$ cat src/rtl/seq_fsm_core.sv
`default_nettype none
// ============================================================================
//  Module   : seq_fsm_core
//  Purpose  : Five-state Moore sequence FSM with a force-load port, illegal
//             state recovery and a saturating counter of steps taken while
//             the Moore output is high.
//  Ports    : clk         - rising-edge clock
//             resetn      - asynchronous active-low reset
//             x           - FSM data input (used only when x_valid=1)
//             x_valid     - step enable
//             load        - force-state request (priority over x_valid)
//             load_state  - state value to load (000..100 legal)
//             count_clr   - synchronous clear of z_count
//             y           - registered current state
//             z           - Moore output decoded from y
//             z_count     - saturating count of accepted steps with z=1
//             load_err    - one-cycle pulse after a rejected load
//  Revision : 1.0 - initial release
// ============================================================================
module seq_fsm_core #(
  parameter int CNT_W = 8
) (
  input  logic             clk,
  input  logic             resetn,
  input  logic             x,
  input  logic             x_valid,
  input  logic             load,
  input  logic [2:0]       load_state,
  input  logic             count_clr,
  output logic [2:0]       y,
  output logic             z,
  output logic [CNT_W-1:0] z_count,
  output logic             load_err
);

  localparam logic [2:0] S0 = 3'b000;
  localparam logic [2:0] S1 = 3'b001;
  localparam logic [2:0] S2 = 3'b010;
  localparam logic [2:0] S3 = 3'b011;
  localparam logic [2:0] S4 = 3'b100;

  logic [2:0]       y_q,   y_d;
  logic [CNT_W-1:0] cnt_q, cnt_d;
  logic             err_q, err_d;
  // Cleared by reset; the first edge after reset release only sets it, so
  // that edge neither steps nor loads.
  logic             run_q;

  logic w_z;
  logic w_load_ok;
  logic w_illegal;
  logic w_step;

  assign w_z       = (y_q == S3) || (y_q == S4);
  assign w_load_ok = (load_state <= S4);
  assign w_illegal = (y_q > S4);
  assign w_step    = run_q && x_valid && !load;

  always_comb begin
    y_d   = y_q;
    cnt_d = cnt_q;
    err_d = 1'b0;

    if (run_q) begin
      err_d = load && !w_load_ok;

      if (w_illegal) begin
        // Recovery wins over both load and step.
        y_d = S0;
      end else if (load) begin
        if (w_load_ok) begin
          y_d = load_state;
        end
      end else if (x_valid) begin
        case (y_q)
          S0:      y_d = x ? S1 : S0;
          S1:      y_d = x ? S4 : S1;
          S2:      y_d = x ? S1 : S2;
          S3:      y_d = x ? S2 : S1;
          S4:      y_d = x ? S4 : S3;
          default: y_d = S0;
        endcase
      end
    end

    // Count uses the pre-step state's z; an illegal state decodes z=0 so
    // recovery never counts.
    if (w_step && w_z && (cnt_q != {CNT_W{1'b1}})) begin
      cnt_d = cnt_q + 1'b1;
    end

    if (count_clr) begin
      cnt_d = '0;
    end
  end

  always_ff @(posedge clk or negedge resetn) begin
    if (!resetn) begin
      y_q   <= S0;
      cnt_q <= '0;
      err_q <= 1'b0;
      run_q <= 1'b0;
    end else begin
      y_q   <= y_d;
      cnt_q <= cnt_d;
      err_q <= err_d;
      run_q <= 1'b1;
    end
  end

  assign y        = y_q;
  assign z        = w_z;
  assign z_count  = cnt_q;
  assign load_err = err_q;

endmodule
`default_nettype wire
$ cat config.mk
export PLATFORM = sky130hd
export DESIGN_NAME = seq_fsm_core
export DESIGN_NICKNAME = d
export VERILOG_FILES = /design/src/rtl/seq_fsm_core.sv
export SDC_FILE = /design/constraint.sdc
export NUM_CORES = 1
export LEC_CHECK = 0
export ABC_AREA = 1
export CAP_MARGIN = 40
export CORE_MARGIN = 5
export CORE_UTILIZATION = 49
export CTS_CLUSTER_SIZE = 10
export DETAILED_ROUTE_END_ITERATION = 12
export HOLD_SLACK_MARGIN = 0.15
export PLACE_DENSITY_LB_ADDON = 0.15
export RECOVER_POWER = 50
export SETUP_SLACK_MARGIN = 0.05
export SYNTH_ARGS = -nofsm -noshare
export SYNTH_HDL_FRONTEND = slang
export SYNTH_SLANG_ARGS = --single-unit
$ cat constraint.sdc
create_clock -name clk -period 3 [get_ports clk]
set_input_delay 0.45 -clock clk [delete_from_list [all_inputs] [get_ports clk]]
set_output_delay 0.45 -clock clk [all_outputs]
set_load 0.005 [all_outputs]
* Yosys cells after proc, flatten, opt, wreduce, memory -nomap -nowiden *
Index checks and enable logic that the tools add are counted.

word-level totals
  input bits = 9
  memory bits (read-only) = 0
  memories = 0
  bits in writable memories = 0
  bits in latches = 0
  register bits after elaboration = 13
  word-level logic and storage cells = 38

cells by class
  reductions and logical operators = 12
  add/sub/neg operators = 1
  multiply operators = 0
  equality and inequality tests = 6
  mux-type cells = 13
  shifts and indexed selects = 0
  bitwise operators = 0
  magnitude comparators = 2
  div/mod/pow operators = 0

operators with widths
  cell                 number
  $mux 3               6
  $mux 8               2
  $pmux 3 s5           1
  $add 8x1->8 const B  1
  $ne 8x8->1 const B   1
  $eq 3x2->1 const B   2
  $logic_and 1x1->1    5
  $mux 2               2
  $eq 3x1->1 const B   1
  $eq 3x3->1 const B   1
  $gt 3x3->1 const B   1
  $le 3x3->1 const B   1
  $logic_not 3->1      1
  $ne 3x1->1 const B   1
  $reduce_and 3->1     1
  $reduce_bool 3->1    1
  $logic_not 1->1      2
  $mux 1               2
  $reduce_bool 2->1    1
  $logic_or 1x1->1     1

* Depth between registers and ports, before layout *
  word-level depth = 6
  gate-level depth with buffers = 8

* Worst setup path before layout *
OpenSTA, ideal clock, no wires.

  kind = reg2reg
  start point = reg cnt_q[0], in the netlist z_count[0]
  end point = reg cnt_q[5], in the netlist z_count[5]
  path buffers = 0
  arrival time = 1182 ps
  clock period less this slack = 1298 ps
  cell stages (with the launch flop) = 9
  setup time = 117 ps
  data required time = 2883 ps
  setup slack = 1702 ps
  cells stage by stage = dfrtp_1 ha_1 nand2_2 nor2_4 nand3_2 nand3_4 nand2_4 nand2_1 nand2_1

between the ends
  word-level cells in the longest chain between the ends = 3
  elaborated cells between the ends (all ways) = 6

ends and longest elaborated chain
  what                                                line    source
  from (decl)                                         43      logic [CNT_W-1:0] cnt_q, cnt_d;
  from (signal assigned)                              105     cnt_q <= cnt_d;
  $add 8x1->8 / $ne 8x8->1 (equally long branches)    89, 88
  $mux 8 / $logic_and 1x1->1 (equally long branches)  88      if (w_step && w_z && (cnt_q != {CNT_W{1'b1}})) begin
  $mux 8 / $reduce_bool 2->1 (equally long branches)  --

Parallel ways exist; a longest one is shown, timed or not. The select of a mux whose other input is x is not followed.
A chain may end at the register's enable or synchronous reset.

* Worst setup path after layout *
  start point = reg y_q[2], in the netlist y[2]
  end point = out z

between the ends
  word-level cells in the longest chain between the ends = 2
  elaborated cells between the ends (all ways) = 3

ends and longest elaborated chain
  what                                             line  source
  from (decl)                                      42    logic [2:0] y_q, y_d;
  from (signal assigned)                           104   y_q <= y_d;
  $eq 3x2->1 / $eq 3x3->1 (equally long branches)  54    assign w_z = (y_q == S3) || (y_q == S4);
  $logic_or 1x1->1 *                               54
  to (decl)                                        31    output logic z,

Every way passes the cells marked *; elsewhere a longest branch is shown, timed or not.

==> results.sh <==
export IMPL_grt_start_max_net_pins=14
export IMPL_clock_skew_ns=0.0008978
export IMPL_hold_path_depth=2
export IMPL_pwr_share_comb_pct=26.7
export IMPL_leakagePower_nw=0.5687
export IMPL_post_synth_top_count_cell="nand2_1"
export IMPL_setup_tns_ns=0
export IMPL_top_level_ports=22
export IMPL_timing_critical_path_cells="nand3b_1 > nand2_2 > clkdlybuf4s50_1"
export IMPL_num_antenna_cells=0
export IMPL_maxClockFrequency_mhz=501.4
export IMPL_initial_utilization_pct=51.23
export IMPL_ys_warnings_count=0
export IMPL_total_power_w=0.0004304
export IMPL_number_of_placement_rows=15
export IMPL_path_class="flop to output port"
export IMPL_globalRouteMet3Util_pct=5.698
export IMPL_final_net_count=164
export IMPL_netlist_area_sq_um=884.6
export IMPL_ctsHoldBuffers=0
export IMPL_p_seq_share_pct=48.2
export IMPL_post_synth_top_area_cell="dfrtp_1"
export IMPL_post_synth_cell_area_avg_sq_um=6.857
export IMPL_synth_async_reset_ratio_pct=100.0
export IMPL_tritoncts="done"
export IMPL_layout_worst_path_cycle_share_pct=66.48
export IMPL_totalWireLength_mm=1.814
export IMPL_grt_ovfl_total=0
export IMPL_clock_sink_count=13
export IMPL_timing_critical_path_fanout_max=9
export IMPL_gpl_final_weighted_congestion=0.8456
export IMPL_grt_first_pass_wirelength_mm=3.070
export IMPL_postSynthNetCount=139
export IMPL_status="finished clean"
export IMPL_worst_slew_pin_transition_ns=0.5875
export IMPL_critPathArrivalTime_ns=1.54
export IMPL_slew_headroom_pct=60.71
export IMPL_htreeDepth=1
export IMPL_dieArea_sq_mm=0.002755
export IMPL_flops_latches_synth=13
export IMPL_grt_use_met1_pct=20.07
export IMPL_number_of_antenna_violations_at_the_first_check_in_global_routing=0
export IMPL_filler_cell_count=147
export IMPL_flow_area_growth_from_synthesis_pct=28.15
export IMPL_clkPwrFrac_pct=25.2
export IMPL_synthTopCellsByArea="dfrtp_1, nand2_1, nand3_1, nor2_1, inv_1"
export IMPL_gr_max_usage_layer="met2"
export IMPL_vdd_ir_drop_worst_mv=0.2486
export IMPL_detail_route_drc_violations=0
export IMPL_port_buffers=21
export IMPL_cts_clk_slew_worst_paths_ns=0.08
export IMPL_crit_required_ns=2.55
export IMPL_drv_slew=0
export IMPL_vias_per_cell=4.787
export IMPL_wl_per_cell_microns=10.19
export IMPL_power_density_mw_per_mm2=379.7
export IMPL_cts_resized=0
export IMPL_dr_pass1_iters=4
export IMPL_core_sq_mm=0.001727
export IMPL_drt_first_iter_violations=19
export IMPL_internal_power_w=0.0002938
export IMPL_timing_critical_path_slowest_cell_delay_ns=0.50
export IMPL_clk_insertion_delay_late_ns=0.28
export IMPL_route_antenna_remaining_nets=0
export IMPL_first_global_vias=706
export IMPL_synthCells=129
export IMPL_area_share_of_the_largest_cell_type_after_synthesis_pct=36.78
export IMPL_power_switching_fraction_pct=31.73
export IMPL_grt_setup_unrepaired="no"
export IMPL_synth_yosys_seq_area_share_pct=36.78
export IMPL_critical_path_slowest_cell="clkdlybuf4s50_1"
export IMPL_finalNonFillerCells=178
export IMPL_hold_viol=0
export IMPL_synth_edff_count=0
export IMPL_groute_usage_overall_pct=14.94
export IMPL_finalSetupViolations=0
export IMPL_netSwitchingPower_w=0.0001366
export IMPL_synthFlopType="dfrtp_1"
export IMPL_distinct_cell_type_count_of_the_synthesized_netlist=24
export IMPL_detailed_place_hpwl_mm=1.449
export IMPL_die_y_microns=52.49
export IMPL_drive_above_1_share_pct=11.76
export IMPL_placed_cells=174
export IMPL_post_cts_setup_buffer_count=0
export IMPL_via_count=852
export IMPL_cts_max_path_buffers=2
export IMPL_die_width_microns=52.49
export IMPL_global_route_usage_met2_pct=21.69
export IMPL_cp_end_kind="output port"
export IMPL_setup_worst_path_start_class="flop"
export IMPL_numCtsBuffers=3
export IMPL_cts_root_buffer="clkbuf_4"
export IMPL_post_route_min_period_ns=1.994
export IMPL_ff2ff_path_depth=8
export IMPL_hold_path_class="flop to flop"
export IMPL_cap_violations=0
export IMPL_synth_top_cells_by_count="nand2_1, nand3_1, dfrtp_1"
==> registers in the layout, summed over array words and instances (netlist names) <==
signal,count
load_err,1
run_q,1
y,3
z_count,8
==> cell type report <==
type,instances,area [sq um],share of cell area [%]
well taps,25,31.28,2.759
multi-input cells,101,486.7,42.94
inverters,14,52.55,4.636
repair buffers,21,210.2,18.54
flip-flops and latches,13,325.3,28.70
clock buffers,3,22.52,1.987
clock inverters,1,5.005,0.4415
==> per-stage QoR <==
step / hold slack (ns) / instance area [sq um] / util [%] / setup WS, ns
after detailed placement: 0.5300 / 1121 / 64.93 / 1.278
after global routing: 0.5859 / 1134 / 65.65 / 0.9374
after floorplan: 0.1544 / 884.6 / - / 1.702
after CTS: 0.5434 / 1149 / 66.52 / 0.9645
after global placement: 0.5288 / 1121 / 64.93 / 1.291
final: 0.5415 / 1134 / 65.65 / 1.006
==> final timing paths <==
kind	start	to	slack, ns
min	run_q	load_err	0.54
max	y[2]	z	1.01
min in group asynchronous	resetn	z_count[2]	0.61
min reg2reg	run_q	load_err	0.54
max in group asynchronous	resetn	z_count[7]	2.02
max reg2reg	z_count[0]	z_count[4]	1.37
==> cell families (layout without fill, tap and decap cells) <==
| logic type | after synthesis | in the layout | synth area share, % |
|---|---|---|---|
| flip-flops | 13 | 13 | 36.77 |
| AO/OA/AOI/OAI | 5 | 5 | 2.828 |
| other | 1 | 1 | 0.4239 |
| buffers and inverters | 15 | 39 | 6.506 |
| XOR/XNOR | 3 | 3 | 2.971 |
| AND/OR/NAND/NOR | 91 | 91 | 49.08 |
| adder cells (fa/ha/maj) | 1 | 1 | 1.414 |
==> power by group through the flow <==
stage                     Sequential (W)  Clock, W  Combinational, W
final                           0.000207  0.000108          0.000115
after global routing            0.000210  0.000123          0.000127
after CTS                       0.000207  0.000115          0.000119
after detailed placement        0.000211         0          0.000119
after global placement          0.000211         0          0.000118
after floorplan                 0.000207         0         0.0000635
==> layer usage <==
layer	part of all wire [%]	routed length, microns	vias up
met5	0	0	-
met4	1.6	29	0
met3	5.1	93	4
met2	45	812	20
met1	48	879	374
li1	-	-	454
==> layout by cell type, fill, tap and decap left out <==
| master | instances |
|---|---|
| dfrtp_1 | 13 |
| inv_1 | 9 |
| or2_1 | 1 |
| nor2_4 | 2 |
| o21ai_1 | 1 |
| inv_2 | 5 |
| xor2_1 | 2 |
| nor2_1 | 11 |
| nor3_1 | 1 |
| dlygate4sd3_1 | 2 |
| nand2_2 | 3 |
| nand3_2 | 2 |
| nand4_1 | 1 |
| clkdlybuf4s50_1 | 19 |
| nand3b_1 | 1 |
| nor2_2 | 1 |
| nand2_1 | 49 |
| a21oi_1 | 2 |
| ha_1 | 1 |
| nand3_1 | 18 |
| clkinv_2 | 1 |
| nand2_4 | 1 |
| clkbuf_4 | 3 |
| xnor2_1 | 1 |
| o21ai_0 | 2 |
| conb_1 | 1 |
==> worst max-delay path, delay by kind of cell (launching register included) <==
family	cells	cell delay, ns
flops	1	0.47
simple gates	2	0.30
buf+inv	1	0.50
(Power assumes the default switching activity.)
